==> src/rtl/operand_fetch_if.sv <==
// Bundle between operand_fetch and its neighbours: decode requests, operand
// output, writeback requests and the two-phase register-file port.
//   dec_*  : decode request (valid/ready) with rs1/rs2/rd/ctrl
//   op_*   : operand FIFO head (valid/ready) with values, rd, ctrl
//   wb_*   : writeback request (valid/ready) with rd and data
//   rf_*   : register-file read indices/data and write index/data/enable
// master = operand_fetch side, slave = surrounding pipeline and regfile.
interface operand_fetch_if #(
  parameter int unsigned CTRL_W = 8
);
  logic              dec_valid;
  logic              dec_ready;
  logic [4:0]        dec_rs1;
  logic [4:0]        dec_rs2;
  logic [4:0]        dec_rd;
  logic [CTRL_W-1:0] dec_ctrl;

  logic              op_valid;
  logic              op_ready;
  logic [31:0]       op_rs1_v;
  logic [31:0]       op_rs2_v;
  logic [4:0]        op_rd;
  logic [CTRL_W-1:0] op_ctrl;

  logic              wb_valid;
  logic              wb_ready;
  logic [4:0]        wb_rd;
  logic [31:0]       wb_v;

  logic [4:0]        rf_rs1;
  logic [4:0]        rf_rs2;
  logic [4:0]        rf_rd;
  logic [31:0]       rf_rd_v;
  logic              rf_we;
  logic [31:0]       rf_rs1_v;
  logic [31:0]       rf_rs2_v;

  modport master (
    input  dec_valid, dec_rs1, dec_rs2, dec_rd, dec_ctrl,
    output dec_ready,
    output op_valid, op_rs1_v, op_rs2_v, op_rd, op_ctrl,
    input  op_ready,
    input  wb_valid, wb_rd, wb_v,
    output wb_ready,
    output rf_rs1, rf_rs2, rf_rd, rf_rd_v, rf_we,
    input  rf_rs1_v, rf_rs2_v
  );

  modport slave (
    output dec_valid, dec_rs1, dec_rs2, dec_rd, dec_ctrl,
    input  dec_ready,
    input  op_valid, op_rs1_v, op_rs2_v, op_rd, op_ctrl,
    output op_ready,
    output wb_valid, wb_rd, wb_v,
    input  wb_ready,
    input  rf_rs1, rf_rs2, rf_rd, rf_rd_v, rf_we,
    output rf_rs1_v, rf_rs2_v
  );
endinterface

==> src/rtl/operand_fetch.sv <==
// Operand fetch: issues decode reads on the two-phase register-file port,
// returns operand pairs in order through a small FIFO, owns the write port
// and bypasses same-slot writeback data into reads.
// Ports:
//   clk, rst_n : clock, asynchronous active-low reset
//   bus        : operand_fetch_if.master (dec_*, op_*, wb_*, rf_*)
module operand_fetch #(
  parameter int unsigned CTRL_W    = 8,
  parameter int unsigned OUT_DEPTH = 2
) (
  input logic              clk,
  input logic              rst_n,
  operand_fetch_if.master  bus
);
  localparam int unsigned PTR_W = (OUT_DEPTH > 1) ? $clog2(OUT_DEPTH) : 1;
  localparam int unsigned CNT_W = $clog2(OUT_DEPTH + 1);

  typedef struct packed {
    logic [31:0]       rs1_v;
    logic [31:0]       rs2_v;
    logic [4:0]        rd;
    logic [CTRL_W-1:0] ctrl;
  } entry_t;

  logic              ph_q, ph_d;
  logic              inflight_q, inflight_d;
  logic [4:0]        rs1_q, rs2_q, rd_q;
  logic [CTRL_W-1:0] ctrl_q;
  logic              byp1_q, byp2_q;
  logic [31:0]       byp_v_q;
  logic [4:0]        wrd_q;
  logic [31:0]       wv_q;
  entry_t            mem_q [OUT_DEPTH];
  logic [PTR_W-1:0]  wr_ptr_q, wr_ptr_d, rd_ptr_q, rd_ptr_d;
  logic [CNT_W-1:0]  cnt_q, cnt_d;

  logic   rd_acc, wb_acc, wb_hit, capture, pop;
  entry_t cap_e;

  // Slot is the ph==0 cycle; reads are credited against FIFO space plus the read in flight.
  assign bus.wb_ready  = ~ph_q;
  assign bus.dec_ready = ~ph_q && ((32'(cnt_q) + 32'(inflight_q)) < OUT_DEPTH);

  assign rd_acc  = bus.dec_valid && bus.dec_ready;
  assign wb_acc  = bus.wb_valid && bus.wb_ready;
  assign wb_hit  = wb_acc && (bus.wb_rd != 5'd0);
  // Read data is on the port during the slot after the accept; capture at its closing edge.
  assign capture = inflight_q && ~ph_q;
  assign pop     = bus.op_valid && bus.op_ready;

  // Port indices: live from decode/writeback on accept, otherwise held.
  assign bus.rf_rs1  = rd_acc ? bus.dec_rs1 : rs1_q;
  assign bus.rf_rs2  = rd_acc ? bus.dec_rs2 : rs2_q;
  assign bus.rf_we   = wb_hit;
  assign bus.rf_rd   = wb_acc ? bus.wb_rd : wrd_q;
  assign bus.rf_rd_v = wb_acc ? bus.wb_v  : wv_q;

  // Captured entry: x0 forced to zero, then same-slot bypass, then port data.
  always_comb begin
    cap_e.rs1_v = (rs1_q == 5'd0) ? 32'h0 : (byp1_q ? byp_v_q : bus.rf_rs1_v);
    cap_e.rs2_v = (rs2_q == 5'd0) ? 32'h0 : (byp2_q ? byp_v_q : bus.rf_rs2_v);
    cap_e.rd    = rd_q;
    cap_e.ctrl  = ctrl_q;
  end

  assign bus.op_valid = (cnt_q != CNT_W'(0));
  assign bus.op_rs1_v = mem_q[rd_ptr_q].rs1_v;
  assign bus.op_rs2_v = mem_q[rd_ptr_q].rs2_v;
  assign bus.op_rd    = mem_q[rd_ptr_q].rd;
  assign bus.op_ctrl  = mem_q[rd_ptr_q].ctrl;

  // Next-state for phase, in-flight flag and FIFO bookkeeping.
  always_comb begin
    ph_d       = ~ph_q;
    inflight_d = inflight_q;
    wr_ptr_d   = wr_ptr_q;
    rd_ptr_d   = rd_ptr_q;
    cnt_d      = cnt_q;
    if (capture) inflight_d = 1'b0;
    if (rd_acc)  inflight_d = 1'b1;
    if (capture) wr_ptr_d = (wr_ptr_q == PTR_W'(OUT_DEPTH - 1)) ? '0 : wr_ptr_q + PTR_W'(1);
    if (pop)     rd_ptr_d = (rd_ptr_q == PTR_W'(OUT_DEPTH - 1)) ? '0 : rd_ptr_q + PTR_W'(1);
    cnt_d = cnt_q + CNT_W'(capture) - CNT_W'(pop);
  end

  // State and FIFO storage.
  always_ff @(posedge clk or negedge rst_n) begin
    if (!rst_n) begin
      ph_q       <= 1'b1;
      inflight_q <= 1'b0;
      wr_ptr_q   <= '0;
      rd_ptr_q   <= '0;
      cnt_q      <= '0;
      for (int i = 0; i < OUT_DEPTH; i++) mem_q[i] <= '0;
    end else begin
      ph_q       <= ph_d;
      inflight_q <= inflight_d;
      wr_ptr_q   <= wr_ptr_d;
      rd_ptr_q   <= rd_ptr_d;
      cnt_q      <= cnt_d;
      if (capture) mem_q[wr_ptr_q] <= cap_e;
    end
  end

  // Latched request copies and per-source bypass flags (writeback is older than a same-slot read).
  always_ff @(posedge clk or negedge rst_n) begin
    if (!rst_n) begin
      rs1_q   <= '0;
      rs2_q   <= '0;
      rd_q    <= '0;
      ctrl_q  <= '0;
      byp1_q  <= 1'b0;
      byp2_q  <= 1'b0;
      byp_v_q <= '0;
      wrd_q   <= '0;
      wv_q    <= '0;
    end else begin
      if (rd_acc) begin
        rs1_q   <= bus.dec_rs1;
        rs2_q   <= bus.dec_rs2;
        rd_q    <= bus.dec_rd;
        ctrl_q  <= bus.dec_ctrl;
        byp1_q  <= wb_hit && (bus.wb_rd == bus.dec_rs1);
        byp2_q  <= wb_hit && (bus.wb_rd == bus.dec_rs2);
        byp_v_q <= bus.wb_v;
      end
      if (wb_acc) begin
        wrd_q <= bus.wb_rd;
        wv_q  <= bus.wb_v;
      end
    end
  end
endmodule

==> src/flat_wrapper.sv <==
// flat-port wrapper written by rule: the top's interface ports become plain ports
module operand_fetch_flat 
#(
  parameter int unsigned CTRL_W    = 8,
  parameter int unsigned OUT_DEPTH = 2
)
  (clk, rst_n, bus_dec_valid, bus_dec_rs1, bus_dec_rs2, bus_dec_rd, bus_dec_ctrl, bus_dec_ready, bus_op_valid, bus_op_rs1_v, bus_op_rs2_v, bus_op_rd, bus_op_ctrl, bus_op_ready, bus_wb_valid, bus_wb_rd, bus_wb_v, bus_wb_ready, bus_rf_rs1, bus_rf_rs2, bus_rf_rd, bus_rf_rd_v, bus_rf_we, bus_rf_rs1_v, bus_rf_rs2_v);
  operand_fetch_if #(.CTRL_W(CTRL_W)) bus_i ();
  input logic clk;
  input logic rst_n;
  input wire logic [$bits(bus_i.dec_valid)-1:0] bus_dec_valid;
  input wire logic [$bits(bus_i.dec_rs1)-1:0] bus_dec_rs1;
  input wire logic [$bits(bus_i.dec_rs2)-1:0] bus_dec_rs2;
  input wire logic [$bits(bus_i.dec_rd)-1:0] bus_dec_rd;
  input wire logic [$bits(bus_i.dec_ctrl)-1:0] bus_dec_ctrl;
  output wire logic [$bits(bus_i.dec_ready)-1:0] bus_dec_ready;
  output wire logic [$bits(bus_i.op_valid)-1:0] bus_op_valid;
  output wire logic [$bits(bus_i.op_rs1_v)-1:0] bus_op_rs1_v;
  output wire logic [$bits(bus_i.op_rs2_v)-1:0] bus_op_rs2_v;
  output wire logic [$bits(bus_i.op_rd)-1:0] bus_op_rd;
  output wire logic [$bits(bus_i.op_ctrl)-1:0] bus_op_ctrl;
  input wire logic [$bits(bus_i.op_ready)-1:0] bus_op_ready;
  input wire logic [$bits(bus_i.wb_valid)-1:0] bus_wb_valid;
  input wire logic [$bits(bus_i.wb_rd)-1:0] bus_wb_rd;
  input wire logic [$bits(bus_i.wb_v)-1:0] bus_wb_v;
  output wire logic [$bits(bus_i.wb_ready)-1:0] bus_wb_ready;
  output wire logic [$bits(bus_i.rf_rs1)-1:0] bus_rf_rs1;
  output wire logic [$bits(bus_i.rf_rs2)-1:0] bus_rf_rs2;
  output wire logic [$bits(bus_i.rf_rd)-1:0] bus_rf_rd;
  output wire logic [$bits(bus_i.rf_rd_v)-1:0] bus_rf_rd_v;
  output wire logic [$bits(bus_i.rf_we)-1:0] bus_rf_we;
  input wire logic [$bits(bus_i.rf_rs1_v)-1:0] bus_rf_rs1_v;
  input wire logic [$bits(bus_i.rf_rs2_v)-1:0] bus_rf_rs2_v;
  assign bus_i.dec_valid = bus_dec_valid;
  assign bus_i.dec_rs1 = bus_dec_rs1;
  assign bus_i.dec_rs2 = bus_dec_rs2;
  assign bus_i.dec_rd = bus_dec_rd;
  assign bus_i.dec_ctrl = bus_dec_ctrl;
  assign bus_dec_ready = bus_i.dec_ready;
  assign bus_op_valid = bus_i.op_valid;
  assign bus_op_rs1_v = bus_i.op_rs1_v;
  assign bus_op_rs2_v = bus_i.op_rs2_v;
  assign bus_op_rd = bus_i.op_rd;
  assign bus_op_ctrl = bus_i.op_ctrl;
  assign bus_i.op_ready = bus_op_ready;
  assign bus_i.wb_valid = bus_wb_valid;
  assign bus_i.wb_rd = bus_wb_rd;
  assign bus_i.wb_v = bus_wb_v;
  assign bus_wb_ready = bus_i.wb_ready;
  assign bus_rf_rs1 = bus_i.rf_rs1;
  assign bus_rf_rs2 = bus_i.rf_rs2;
  assign bus_rf_rd = bus_i.rf_rd;
  assign bus_rf_rd_v = bus_i.rf_rd_v;
  assign bus_rf_we = bus_i.rf_we;
  assign bus_i.rf_rs1_v = bus_rf_rs1_v;
  assign bus_i.rf_rs2_v = bus_rf_rs2_v;
  operand_fetch #(.CTRL_W(CTRL_W), .OUT_DEPTH(OUT_DEPTH)) u_core (.clk(clk), .rst_n(rst_n), .bus(bus_i));
endmodule
==> config.mk <==
export PLATFORM = sky130hd
export DESIGN_NAME = operand_fetch_flat
export DESIGN_NICKNAME = d
export VERILOG_FILES = /design/src/rtl/operand_fetch_if.sv /design/src/rtl/operand_fetch.sv /design/src/flat_wrapper.sv
export SDC_FILE = /design/constraint.sdc
export NUM_CORES = 1
export LEC_CHECK = 0
export CAP_MARGIN = 20
export CORE_ASPECT_RATIO = 0.9
export CORE_MARGIN = 5
export CORE_UTILIZATION = 35
export CTS_CLUSTER_SIZE = 20
export DETAILED_ROUTE_END_ITERATION = 10
export PLACE_DENSITY = 0.62
export RECOVER_POWER = 50
export SETUP_SLACK_MARGIN = 0.02
export SLEW_MARGIN = 20
export SYNTH_ARGS = -nofsm -noshare
export SYNTH_HDL_FRONTEND = slang
export SYNTH_SLANG_ARGS = --single-unit
==> constraint.sdc <==
create_clock -name clk -period 4.1 [get_ports clk]
set_clock_uncertainty 0.2 [all_clocks]
set_input_delay 0.41 -clock clk [delete_from_list [all_inputs] [get_ports clk]]
set_output_delay 0.41 -clock clk [all_outputs]
set_load 0.05 [all_outputs]
==> results of run 1 <==
[worst min-delay path, stage by stage (launching register included)]
cell and delay (ns):
sky130_fd_sc_hd__dfrtp_1 0.33, sky130_fd_sc_hd__nand2_1 0.04, sky130_fd_sc_hd__o21ai_0 0.06
[where the power goes]
part	internal (uW)	switching (uW)	leakage, uW
Combinational	2280	3640	0.00292
Clock	1520	1020	0.000463
Sequential	3560	665	0.00308
Total	7360	5320	0.00646
[logic make-up (layout without fill, tap and decap cells)]
| logic type | Yosys count | after routing |
|---|---|---|
| AOI/OAI and AO/OA | 200 | 200 |
| xor gates and xnor gates | 13 | 13 |
| adders and majority gates | 2 | 2 |
| buffers and inverters | 77 | 334 |
| DFF | 254 | 254 |
| muxes | 259 | 259 |
| other | 0 | 1 |
| and+or+nand+nor | 143 | 143 |
[layer usage]
layer | part of all wire [%] | up-vias | global-route usage (%)
met5 | 0.035 | - | 0
met4 | 1.7 | 2 | 3.450
met3 | 7.1 | 33 | 4.992
met2 | 45 | 214 | 26.88
met1 | 46 | 3889 | 23.54
li1 | - | 3788 | -
[metrics by stage]
step / power [uW] / std cells / hold WS, ns
floorplan: 8103 / 948 / -0.08559
global placement: 10160 / 1569 / 0.2552
detailed placement: 10240 / 1569 / 0.2647
CTS: 12850 / 1621 / 0.2589
global route: 13370 / 1622 / 0.2729
finish: 12680 / 1622 / 0.2694
[worst paths after layout]
kind | slack [ns] | depth (start not counted) | from | endpoint
worst max-delay path | 0.51 | 5 | u_core.ph_q$_DFF_PN1_ | bus_rf_rs2[3]
worst min-delay path | 0.27 | 2 | u_core.mem_q[14]$_DFFE_PN0P_ | u_core.mem_q[14]$_DFFE_PN0P_
worst max register to register | 0.89 | 3 | u_core.ph_q$_DFF_PN1_ | u_core.mem_q[93]$_DFFE_PN0P_
worst min register to register | 0.27 | 2 | u_core.mem_q[14]$_DFFE_PN0P_ | u_core.mem_q[14]$_DFFE_PN0P_
max in group asynchronous | 1.01 | 3 | rst_n | u_core.mem_q[142]$_DFFE_PN0P_
min in group asynchronous | 0.33 | 2 | rst_n | u_core.mem_q[132]$_DFFE_PN0P_
[flip-flops by register name, indices dropped and copies added (netlist names)]
signal / flops
u_core.byp1_q: 1
u_core.byp2_q: 1
u_core.byp_v_q: 32
u_core.cnt_q: 2
u_core.ctrl_q: 8
u_core.inflight_q: 1
u_core.mem_q: 154
u_core.ph_q: 1
u_core.rd_ptr_q: 1
u_core.rd_q: 5
u_core.rs1_q: 5
u_core.rs2_q: 5
u_core.wr_ptr_q: 1
u_core.wrd_q: 5
u_core.wv_q: 32
[final cells by class]
cell class / instances / area (sq um) / area share, %
diodes: 1 / 2.502 / 0.01643
flip-flops and latches: 254 / 6364 / 41.78
clock buffers: 40 / 827.0 / 5.430
multi-input cells: 617 / 4649 / 30.53
repair buffers: 276 / 2728 / 17.91
well taps: 416 / 520.5 / 3.417
inverters: 7 / 26.28 / 0.1725
clock inverters: 11 / 113.9 / 0.7476
[cell usage after synthesis, types with 2 or more instances]
master,instances,area (sq um)
sky130_fd_sc_hd__xnor2_1,12,105.1
sky130_fd_sc_hd__buf_2,27,135.1
sky130_fd_sc_hd__inv_1,6,22.52
sky130_fd_sc_hd__clkbuf_1,32,120.1
sky130_fd_sc_hd__ha_1,2,25.02
sky130_fd_sc_hd__or4_1,3,22.52
sky130_fd_sc_hd__o21ai_0,187,935.9
sky130_fd_sc_hd__nand3_1,2,10.01
sky130_fd_sc_hd__o41ai_1,2,17.52
sky130_fd_sc_hd__o21ai_1,10,50.05
sky130_fd_sc_hd__buf_6,3,33.78
sky130_fd_sc_hd__mux2_2,259,2917
sky130_fd_sc_hd__nand2_1,131,491.7
sky130_fd_sc_hd__buf_1,7,26.28
sky130_fd_sc_hd__dfrtp_1,253,6331
[repair_timing]
action,in CTS,in global routing
hold endpoints to repair,105,0
buffers inserted,0,0
hold buffers,1,0
==> summary by stage, run 1 <==
GRT
The via count of the first global-routing pass is 8,675. The pin count of the biggest net entering global routing is 111. Global routing finished with a remaining overflow of 0. The number of antenna violations at the first check in global routing is 2.

The global-route total usage across every layer is 17.05%. The first global-routing pass estimated 49.60 mm of wire.

Synthesis
The async set-or-reset flop fraction in the synthesized netlist is 100.0%. The count of state elements after synthesis is 254. The cell count after synthesis came out at 948.

During synthesis, Yosys emitted a total of 0 warnings. The synthesized netlist devotes 5.019% of its cell area to simple gates. The synthesized netlist devotes 8.923% of its cell area to compound gates. The synthesized netlist devotes 1.004% of its cell area to XOR and XNOR gates. The average instance area after synthesis is 11.97 sq um. The main combinational cell family by area after synthesis is multiplexers. The synthesized net count is 1,079. The arithmetic-cell share of the synthesized area counting full adders, half adders and majority gates is 0.2206%. Yosys mapped the design onto 27 distinct sky130hd cell types. Among all flip-flop cells after synthesis, the most frequent one is sky130_fd_sc_hd__dfrtp_1. The sequential fraction of the synthesis area is 56.04%.

Yosys mapped a number of flops with a built-in enable equal to 0. The netlist area before placement is 11,340 sq um. The mux share of post-synthesis cell area is 25.71%.

Place
The post-placement worst setup slack is 0.9197 ns. The number of buffers added on ports is 256. At the end of routability-driven placement, the weighted congestion stood at 0.7592. The placed cell area is 14,310 sq um. Once detailed placement completed, the half-perimeter wirelength came to 21.08 mm.

Timing
The slew at the pin closest to its max-slew limit is 1.865 ns. The minimum setup slack in the final design is 0.5073 ns. The final max-slew violation count was 185. The time the final worst path needs with I/O delays and setup is 3.593 ns. The final setup violation count is 0. After routing, the total negative slack on setup checks comes to 0 ns. The normalized max-slew margin is -24.36%. Derived from the worst setup path, the maximum achievable clock frequency is 278.3 MHz. The final count of hold timing violations is 0. Setup repair after global routing left no endpoint under its margin.

The final critical path takes up 87.63% of the cycle.

Detailed routing
Dividing the detail-routed wire length by the instance count gives 19.25 microns. The via total after detailed routing is 7,926. After the first detailed-routing iteration, the DRC count stood at 313.

The length of the first detailed-routing pass in iterations is 4. The remaining antenna violation count after routing is 0. Wires add up to 31.22 mm. Using the TritonRoute via totals, the vias-per-cell ratio works out to 4.887.

After detailed routing, the number of remaining DRC violations is 0.

Clock network
At the later pin of the worst-skew pair, clock insertion delay measures 0.54 ns. After clock tree synthesis, the repair step resized 0 gates. The clock sink total is 254.

The clock passes through at most 3 buffers. In this run, CTS created clock tree buffers numbering 28. The root buffer cell chosen for the clock tree is sky130_fd_sc_hd__clkbuf_16.

In this run the number of H-tree levels came out at 1. TritonCTS built the clock tree. The clock-pin transition on the worst setup and hold timing paths is 0.06 ns.

Floorplanning
The floorplan die area is 36,120 sq um. The placement row count is 62. During I/O placement, the number of pins put on the boundary was 257. The width of the chip is 199.8 microns. The floorplan step set the die height to 180.8 microns.

Once the floorplan was initialized, standard cells occupied 35.49% of the core. The placeable core region is 31,960 sq um.

Worst hold path
The path class of the tightest hold or removal check is register to register.

Worst setup path
Walking the worst path, the cells encountered are a211o_1, inv_1, nand2_4, mux2_2, clkdlybuf4s50_1. Counting both buffers and inverters, the worst setup path holds a total of 2. In this run the worst path has a maximum fanout of 31. The critical path startpoint category is a register. The path type of the worst setup path is register to output pin. The data required time at the worst endpoint is 3.49 ns. Among cell families on the critical path, the largest total delay comes from buffers and inverters. The worst setup path is captured at an output pin.

The slowest cell on the critical path is sky130_fd_sc_hd__clkdlybuf4s50_1. Data arrives at the worst endpoint at 2.98 ns. In this design, the stage delay of the slowest critical-path cell is 0.72 ns.

Power
IR analysis of the VDD net gives a maximum drop of 477.0 uV. The analysis attributes to cell leakage a power of 0.006457 uW. The power density normalized to cell area is 832.6 nW/um^2.

Cells and area
The area added between synthesis and finish is 34.27%. At the end of the flow the core is filled with cells to 47.65%. The post-route netlist has 25.48% of its cells at a drive strength greater than 1.

The finished cells cover 15,230 sq um. The library cells used most frequently in the layout, excluding fill and tap cells, are sky130_fd_sc_hd__clkdlybuf4s50_1 (255), sky130_fd_sc_hd__dfrtp_1 (250), sky130_fd_sc_hd__mux2_2 (239). For this run, the post-layout net count is 1,315.

The fill cell instance count of the final layout is 2,938. The most common cell after layout, fill and taps aside is sky130_fd_sc_hd__clkdlybuf4s50_1.

Status
The final reports fail on max-capacitance violations, max-slew violations. The run finished, with violations left.

Run
Across the run, the number of max-cap violations was 4.
Power figures use the tool's default switching activity.
==> run 2, diff against run 1 <==
CORE_UTILIZATION = 55   (was 35)
PLACE_DENSITY = 0.89   (was 0.62)
==> run 2 against run 1 <==
Effect of this change:
- core utilization is 27 points higher
- final cell count is 10% lower
- worst hold slack better by 0.0018 ns
- cell area is 1.2% lower
- critical path type unchanged
- the flow still finishes with violations (max-capacitance violations, max-slew violations)
- non-clock buffer count is 6 lower
- power is 0.98% higher
==> summary by stage, run 2 (synthesis results as in run 1) <==
Cells and area
The register with the most flip-flops is u_core.mem_q. The post-route standard cell area excluding fillers is 15,050 sq um (-1.2%). The final net count is 1,307 (-0.61%). The library cell used most frequently in the layout, excluding fill and tap cells, is sky130_fd_sc_hd__clkdlybuf4s50_1. The layout cell share with drive strength beyond 1 was 25.10% (-0.37 points). In the final layout, the registers with the most flip-flops are u_core.mem_q (154), u_core.byp_v_q (32), u_core.wv_q (32). The area added between synthesis and finish is 32.66%. The final cell utilization of the core is 74.83% (+27 points).

The number of flip-flops in the largest register is 154 (unchanged). The library cells used most frequently in the layout, excluding fill and tap cells, are sky130_fd_sc_hd__clkdlybuf4s50_1 (254), sky130_fd_sc_hd__dfrtp_1 (252), sky130_fd_sc_hd__mux2_2 (236).

Place
The placed cell area was 14,090 sq um (-1.5%). The HPWL after detailed placement was 19.17 mm (-9.1%). The number of buffers added on ports is 256 (unchanged). The final estimated routing congestion in global placement came to 0.7925 (+4.4%).

Worst setup path
The path type of the worst setup path is register to output pin. The worst flop-to-flop path startpoint is u_core.byp2_q$_DFFE_PN0P_. The endpoint of the worst-slack reg-to-reg timing path is u_core.mem_q[104]$_DFFE_PN0P_.

STA classifies the critical path startpoint as a register. The data arrival time of the critical path is 3.17 ns (+0.19 ns). The launch point of the critical path is u_core.ph_q$_DFF_PN1_. The capturing element type of the critical path is an output pin. The critical path endpoint is bus_rf_rs2[0]. The maximum fanout encountered on the critical timing path is 19 (-39%).

The setup slack on the worst flop-to-flop path came to 1.49 ns (+0.60 ns). The cell count of the worst reg-to-reg path came to 3 (unchanged). The data required time at the worst endpoint is 3.49 ns (about the same).

GRT
The overflow left after global routing is 0 (unchanged). The via count of the first global-routing pass is 8,819 (+1.7%). The number of antenna violations at the first check in global routing is 2 (unchanged). The pin count of the biggest net entering global routing is 142 (+28%). The global-route wire length before repair is 47.98 mm (-3.3%). The global-route total usage across every layer came to 25.16% (+8.1 points).

Clock network
The buffers inserted during post-CTS setup optimization was 0 (unchanged). The clock-pin transition on the worst setup and hold timing paths is 0.06 ns (about the same). The TritonCTS buffer count is 26 (-7.1%). TritonCTS built the clock tree.

The clock sink total came to 254 (unchanged). The maximum number of buffers from clock root to sink came to 3 (unchanged). The master cell of the clock root buffer is sky130_fd_sc_hd__clkbuf_16. The maximum level of the CTS H-tree was 1 (unchanged). The clock latency on the worst-skew pair is 0.52 ns (-0.02 ns).

Power
The power density normalized to cell area came to 850.9 nW/um^2 (+2.2%). The switching share of total power is 41.62% (-0.37 points). The share of power burned in registers was 33.1% (-0.2 points). The net switching power of the design is 5330 uW (about the same). The standby leakage power is 0.006462 uW (about the same). The maximum vdd drop is 581.6 uV (+22%). The total internal power is 7475 uW (+1.6%).

The clock share of power is 20.6% (+0.6 points). The combinational fraction of design power was 46.3% (-0.4 points).

Timing
The final critical-path share of the clock period is 92.25% (+4.6 points). The final count of hold timing violations came to 0 (unchanged). The slew at the pin closest to its max-slew limit came to 1.869 ns (+0.003134 ns). The normalized max-slew margin is -24.57% (-0.21 points). The time the final worst path needs with I/O delays and setup is 3.782 ns (+0.1896 ns). The final-layout setup total negative slack was 0 ns (unchanged). The final setup violation count is 0 (unchanged). The final max-slew violation count is 143 (-23%). The achievable frequency came to 264.4 MHz (-5.0%).

Setup repair after global routing left no endpoint under its margin.

Detailed routing
The via total after detailed routing was 8,240 (+4.0%). The detailed-route DRC error count was 0 (unchanged). The violation count after the first detailed-routing iteration is 662 (+110%).

The total wirelength of the detailed-routed design came to 30.10 mm (-3.6%). The detailed-route wire length per cell was 20.73 microns (+7.7%). The remaining antenna violation count after routing is 0 (unchanged). The length of the first detailed-routing pass in iterations was 5 (+1).

The average vias per placed instance is 5.675 (+16%).

Worst hold path
The class of the worst hold path is register to register. In this run the most critical hold path is launched from u_core.mem_q[137]$_DFFE_PN0P_.

Status
The run finished, with violations left. The final reports fail on max-capacitance violations, max-slew violations.

Floorplanning
The placeable core region is 20,110 sq um (-37%). The floorplan die area was 23,600 sq um (-35%). The boundary pin count was 257 (unchanged). The initial cell density of the core came to 56.41% (+21 points). The placement row count was 49 (-21%). The width of the chip is 161.4 microns (-19%). The height of the die came to 146.2 microns (-19%).

Run
The count of maximum capacitance violations is 3 (-1).
[run 2: changes by cell type in the layout (fill, tap and decap cells not counted), sizes merged]
cell	previous run	this run
buf	15	12
bufinv	2	6
clkbuf	45	36
clkdlybuf4s50	255	254
clkinv	7	6
clkinvlp	2	1
diode	1	2
inv	7	8
[run 2: critical path, cell delays in order (launching register included)]
cell	delay (ns)
sky130_fd_sc_hd__dfstp_1	0.67
sky130_fd_sc_hd__a211o_1	0.18
sky130_fd_sc_hd__inv_1	0.08
sky130_fd_sc_hd__nand2_2	0.24
sky130_fd_sc_hd__buf_4	0.37
sky130_fd_sc_hd__mux2_2	0.39
sky130_fd_sc_hd__clkdlybuf4s50_1	0.71
[run 2: area by class of cell]
class                      count  area, sq um
inverter                       7        26.28
clock inverter                14        230.2
multi-input combinational    617         4647
tap                          255        319.1
fill                        1287         5061
clock buffer                  33        738.2
timing repair buffer         270         2721
sequential                   254         6361
antenna                        2        5.005
[run 2: what timing repair did]
| item | CTS | global route |
|---|---|---|
| hold endpoints to repair | 72 | 0 |
| resized for setup | 0 | 0 |
| hold buffers | 1 | 0 |
| endpoints found under the setup margin | 0 | 0 |
[run 2: worst min-delay path by stage]
stage                                          to  slack [ns]  cells past startpoint
floorplan               u_core.byp1_q$_DFFE_PN0P_       -0.09                      0
CTS                     u_core.wv_q[21]$_DFF_PN0_        0.25                      2
finish              u_core.mem_q[137]$_DFFE_PN0P_        0.27                      2
detailed placement      u_core.wv_q[21]$_DFF_PN0_        0.22                      1
global placement        u_core.wv_q[21]$_DFF_PN0_        0.21                      1
global route        u_core.mem_q[125]$_DFFE_PN0P_        0.29                      2
[run 2: stage by stage]
| step | worst slack, ns | instances | total power (uW) | hold slack (ns) |
|---|---|---|---|---|
| 2_1_floorplan | 1.747 | 948 | 8103 | -0.08559 |
| 3_3_place_gp | 0.7981 | 1402 | 9998 | 0.2134 |
| 3_5_place_dp | 0.7973 | 1402 | 10180 | 0.2173 |
| 4_1_cts | 0.4146 | 1450 | 12880 | 0.2546 |
| 5_1_grt | 0.2019 | 1452 | 13390 | 0.2913 |
| 6_report | 0.3177 | 1452 | 12800 | 0.2712 |
[run 2: layer usage]
layer,global-route usage (%),routed length (microns),vias up
met5,0,0,-
met2,40.65,14370,290
li1,-,-,3773
met3,6.201,2233,40
met1,34.74,12920,4137
met4,5.885,571,0
[run 2: power by group through the flow]
| stage | Clock [uW] | Combinational (uW) | Sequential [uW] |
|---|---|---|---|
| final | 2640 | 5930 | 4240 |
| after global routing | 2790 | 6240 | 4360 |
| after CTS | 2670 | 5990 | 4220 |
| after global placement | 0 | 5830 | 4160 |
| after floorplan | 0 | 4140 | 3960 |
| after detailed placement | 0 | 5930 | 4250 |
